[src/rtl/ps2_note_decoder.sv]
`default_nettype none
// ============================================================================
// Module   : ps2_note_decoder
// Brief    : PS/2 set-2 frame receiver and note-key decoder driving the seven
//            held-note flags. Optional PS/2 clock filter: PS2_GLITCH_FILTER_EN.
// Revision : 1.0 - initial release
// ============================================================================
module ps2_note_decoder #(
    parameter int TIMEOUT_CYCLES = 25000
) (
    input  logic       iCLK,
    input  logic       iRST_n,
    input  logic       iPS2_CLK,
    input  logic       iPS2_DAT,
    output logic [6:0] oKEYS,
    output logic [7:0] oBYTE,
    output logic       oBYTE_VALID,
    output logic       oFRAME_ERR
);

    localparam int TMR_W = $clog2(TIMEOUT_CYCLES + 1);

    typedef enum logic [1:0] {
        ST_IDLE      = 2'd0,
        ST_BREAK     = 2'd1,
        ST_EXT       = 2'd2,
        ST_EXT_BREAK = 2'd3
    } state_t;

    logic             clk_s1_q, clk_s2_q, dat_s1_q, dat_s2_q;
    logic             clk_lvl_w, clk_prev_q, fall_w, good_w;
    logic [3:0]       bitcnt_q;
    logic [9:0]       shift_q;
    logic [TMR_W-1:0] tmr_q;
    logic [7:0]       byte_q;
    logic             valid_q, err_q;
    state_t           state_q, state_d;
    logic [6:0]       keys_q, keys_d, mask_w;

    always_ff @(posedge iCLK) begin
        if (!iRST_n) begin
            clk_s1_q <= 1'b1;
            clk_s2_q <= 1'b1;
            dat_s1_q <= 1'b1;
            dat_s2_q <= 1'b1;
        end else begin
            clk_s1_q <= iPS2_CLK;
            clk_s2_q <= clk_s1_q;
            dat_s1_q <= iPS2_DAT;
            dat_s2_q <= dat_s1_q;
        end
    end

`ifdef PS2_GLITCH_FILTER_EN
    logic       clk_filt_q;
    logic [2:0] flt_cnt_q;

    // Filtered level flips on the 8th consecutive sample that disagrees with it
    always_ff @(posedge iCLK) begin
        if (!iRST_n) begin
            clk_filt_q <= 1'b1;
            flt_cnt_q  <= 3'd0;
        end else if (clk_s2_q == clk_filt_q) begin
            flt_cnt_q  <= 3'd0;
        end else if (flt_cnt_q == 3'd7) begin
            clk_filt_q <= clk_s2_q;
            flt_cnt_q  <= 3'd0;
        end else begin
            flt_cnt_q  <= flt_cnt_q + 3'd1;
        end
    end

    assign clk_lvl_w = clk_filt_q;
`else
    assign clk_lvl_w = clk_s2_q;
`endif

    always_ff @(posedge iCLK) begin
        if (!iRST_n) clk_prev_q <= 1'b1;
        else         clk_prev_q <= clk_lvl_w;
    end

    assign fall_w = clk_prev_q & ~clk_lvl_w;
    // shift_q holds start..parity with start at bit 0; stop bit is the live sample
    assign good_w = ~shift_q[0] & (^shift_q[9:1]) & dat_s2_q;

    always_ff @(posedge iCLK) begin
        if (!iRST_n) begin
            bitcnt_q <= 4'd0;
            shift_q  <= 10'd0;
            tmr_q    <= '0;
            byte_q   <= 8'd0;
            valid_q  <= 1'b0;
            err_q    <= 1'b0;
        end else begin
            valid_q <= 1'b0;
            err_q   <= 1'b0;
            if (fall_w) begin
                tmr_q <= '0;
                if (bitcnt_q == 4'd10) begin
                    bitcnt_q <= 4'd0;
                    if (good_w) begin
                        byte_q  <= shift_q[8:1];
                        valid_q <= 1'b1;
                    end else begin
                        err_q   <= 1'b1;
                    end
                end else begin
                    shift_q  <= {dat_s2_q, shift_q[9:1]};
                    bitcnt_q <= bitcnt_q + 4'd1;
                end
            end else if (bitcnt_q != 4'd0) begin
                if (tmr_q == TMR_W'(TIMEOUT_CYCLES - 1)) begin
                    bitcnt_q <= 4'd0;
                    tmr_q    <= '0;
                end else begin
                    tmr_q    <= tmr_q + TMR_W'(1);
                end
            end
        end
    end

    function automatic logic [6:0] note_mask(input logic [7:0] code);
        case (code)
            8'h1C:   note_mask = 7'b0000001;
            8'h1B:   note_mask = 7'b0000010;
            8'h23:   note_mask = 7'b0000100;
            8'h2B:   note_mask = 7'b0001000;
            8'h34:   note_mask = 7'b0010000;
            8'h33:   note_mask = 7'b0100000;
            8'h3B:   note_mask = 7'b1000000;
            default: note_mask = 7'b0000000;
        endcase
    endfunction

    assign mask_w = note_mask(byte_q);

    always_ff @(posedge iCLK) begin
        if (!iRST_n) begin
            state_q <= ST_IDLE;
            keys_q  <= 7'd0;
        end else begin
            state_q <= state_d;
            keys_q  <= keys_d;
        end
    end

    always_comb begin
        state_d = state_q;
        keys_d  = keys_q;
        if (valid_q) begin
            case (state_q)
                ST_IDLE: begin
                    if (byte_q == 8'hF0)      state_d = ST_BREAK;
                    else if (byte_q == 8'hE0) state_d = ST_EXT;
                    else                      keys_d  = keys_q | mask_w;
                end
                ST_BREAK: begin
                    keys_d  = keys_q & ~mask_w;
                    state_d = ST_IDLE;
                end
                ST_EXT: begin
                    state_d = (byte_q == 8'hF0) ? ST_EXT_BREAK : ST_IDLE;
                end
                default: state_d = ST_IDLE;
            endcase
        end
    end

    assign oKEYS       = keys_q;
    assign oBYTE       = byte_q;
    assign oBYTE_VALID = valid_q;
    assign oFRAME_ERR  = err_q;

endmodule
`default_nettype wire

[config.mk]
export PLATFORM = sky130hd
export DESIGN_NAME = ps2_note_decoder
export DESIGN_NICKNAME = d
export VERILOG_FILES = /design/src/rtl/ps2_note_decoder.sv
export SDC_FILE = /design/constraint.sdc
export NUM_CORES = 1
export LEC_CHECK = 0
export CAP_MARGIN = 20
export CORE_AREA = 8 8 73 75
export CTS_CLUSTER_SIZE = 30
export DETAILED_ROUTE_END_ITERATION = 8
export DIE_AREA = 0 0 81 83
export PLACE_DENSITY = 0.84
export SLEW_MARGIN = 20
export SYNTH_ARGS = -nofsm -noshare
export SYNTH_HDL_FRONTEND = slang
export SYNTH_SLANG_ARGS = --single-unit
[constraint.sdc]
create_clock -name iCLK -period 5.1 [get_ports iCLK]
set_input_delay 0.51 -clock iCLK [delete_from_list [all_inputs] [get_ports iCLK]]
set_output_delay 0.51 -clock iCLK [all_outputs]
set_load 0.02 [all_outputs]
==> results.toml <==
[yosys]
async_flop_share_pct = 0
synth_area_leaders = "dfxtp_1, nand2_1, mux2i_1"
synth_cell_types = 44
syn_area_mm2 = 0.00244
synth_commonest_cells = "dfxtp_1, nand2_1, nor2_1"
synth-edff-count = 0
ys_seq_area_share_pct = 43.5
yosys.area.top_type_share_pct = 43.5
synth_flop_cell = "dfxtp_1"
synth-warning-count = 0
syn_inst = 270
syn_nets = 278
syn_avg_cell_area_um2 = 9.04
ys_ff_latch = 53
yosys.area.top_type = "dfxtp_1"
synth_most_common_cell = "dfxtp_1"

[place]
dp_hpwl_um = 3400
dp_slack_ns = 2.72
port_buffers = 20
dp.cells = 333
gp_routability_congestion = 0.793

[floorplan]
dieArea_mm2 = 0.00672
start_util_pct = 58.1
die_h_um = 83
core_area_mm2 = 0.00420
rows = 24
die_width_um = 81
ios = 21

[worst_setup_path]
arrival_ns = 2.33
critPathLaunchType = "flip-flop"
r2r_end = "tmr_q[11]"
critPathLaunch = "bitcnt_q[0]"
end_kind = "flip-flop"
crit_required_ns = 5.30
worstSetupPathType = "flip-flop to flip-flop"
r2r_start = "bitcnt_q[0]"
crit_fanout = 9
rrSetupSlack_ns = 2.96
r2r.worst_path.cells = 7

[route]
first_pass_iters = 4
postRouteAntennaNets = 0
via_count = 1927
drt-initial-drc-count = 85
wl_um = 4850
post-route-drc-count = 0
wire_per_inst_um = 14.2
routed_via_density = 5.65

[min_path]
min_from = "dat_s1_q"
whs_endpoint = "dat_s2_q"
hold_class = "flip-flop to flip-flop"
min_path_cells = 1

[timing]
max_slew_margin_pct = 44.2
finalHoldViolations = 0
fmax_mhz = 468
setup_ws_ns = 2.96
hold-worst-slack_ns = 0.413
rsz0062_at_grt = "no"
setup_tns_ns = 0
tightest_slew_ns = 0.833
skew_ns = 0.0141
period_share_pct = 41.9
setup_viol = 0
drv_slew = 0
fin_crit_ns = 2.14

[cells_and_area]
final_util_pct = 66.3
syn2layout_area_growth_pct = 14.1
post_route_cells_drive_above_1_share_pct = 5.19
final_cells = 341
antenna_cells = 0
layout.nets = 297

[pwr]
ir_drop_v = 0.000197
p_leak_nw = 0.895
p_per_area_mw_per_mm2 = 257

[cts]
cts_sinks = 53
postCtsResizedCells = 0
cts_root_buf = "clkbuf_8"
clock_latency_ns = 0.31
htree_num_levels = 2
cts_buffers = 5
cts_hold_buf = 0
ctsLongestPathBuffers = 2
cts_tree = "yes"
postCtsSetupBuffers = 0
cts.reportedPaths.clkPinSlew_ns = 0.08

[global_route]
globalRouteTotalUtil_pct = 15.3
grt_start_max_net_pins = 48
met1_usage_pct = 18.6
grt.met3_usage_pct = 3.88
grt_pass1_wl_um = 8430
top_usage_layer = "met2"
grt-ovfl-total = 0
use_met2_pct = 25.2
first_global_vias = 1869
grt_antenna_before_repair = 0

[flow_run]
max_cap_violations = 0

[status]
status = "complete, no violations"
layout make-up:
class | instances | area (um^2)
fillers | 355 | 1420
multi-input cells | 202 | 1320
flip-flops and latches | 53 | 1060
repair buffers | 22 | 215
clock buffers | 5 | 68.8
well taps | 52 | 65.1
clock inverters | 2 | 35.0
inverters | 5 | 18.8
kinds of logic (layout without fill, tap and decap cells):
family,after synthesis,in the layout,share of synthesized area (%)
AOI/OAI and AO/OA,33,33,9.28
xor gates and xnor gates,17,17,7.28
adders and majority gates,4,4,2.05
buffers and inverters,15,34,2.41
DFF,53,53,43.5
muxes,16,16,7.07
and+or+nand+nor,132,132,28.4
worst max-delay path by stage:
stage / end / slack, ns / depth (start not counted)
finish: tmr_q[11] / 2.96 / 7
global route: tmr_q[6] / 2.82 / 7
CTS: tmr_q[11] / 2.71 / 6
detailed placement: tmr_q[11] / 2.72 / 6
global placement: tmr_q[4] / 2.81 / 6
floorplan: tmr_q[10] / 3.20 / 8
routing by layer:
layer / routed length [um] / part of all wire [%]
met5: 0 / 0
met2: 2310 / 48
met4: 74 / 1.5
met1: 2210 / 46
met3: 249 / 5.1
cells in the final DEF (no fill, tap or decap), types with 4 or more instances in the layout:
| cell | instances |
|---|---|
| a21boi_0 | 15 |
| a21oi_1 | 5 |
| clkbuf_8 | 5 |
| clkdlybuf4s50_1 | 20 |
| dfxtp_1 | 53 |
| ha_1 | 4 |
| inv_1 | 5 |
| mux2i_1 | 15 |
| nand2_1 | 47 |
| nand2b_1 | 9 |
| nand3_1 | 5 |
| nand4_1 | 11 |
| nor2_1 | 18 |
| nor2b_1 | 9 |
| nor3_1 | 5 |
| nor4_1 | 4 |
| o211ai_1 | 4 |
| o21ai_0 | 4 |
| xnor2_1 | 8 |
| xor2_1 | 7 |
critical path: stages (launching register included):
cell and delay (ns):
dfxtp_1 0.37, inv_1 0.09, ha_1 0.20, or3b_2 0.30, nand4b_1 0.22, o211ai_1 0.53
buf_4 0.26, nor2_1 0.06
stage by stage:
step	total power (W)	area (um^2)
finish	0.000717	2790
global placement	0.000455	2670
detailed placement	0.000456	2670
floorplan	0.000450	2440
global route	0.000742	2790
CTS	0.000723	2780
report_power, final:
group	total (W)	internal, W	switching [W]
clock	0.000270	0.000143	0.000127
combinational	0.0000278	0.0000117	0.0000161
sequential	0.000419	0.000417	0.00000230
No activity file was read; power rests on OpenSTA's default activity.
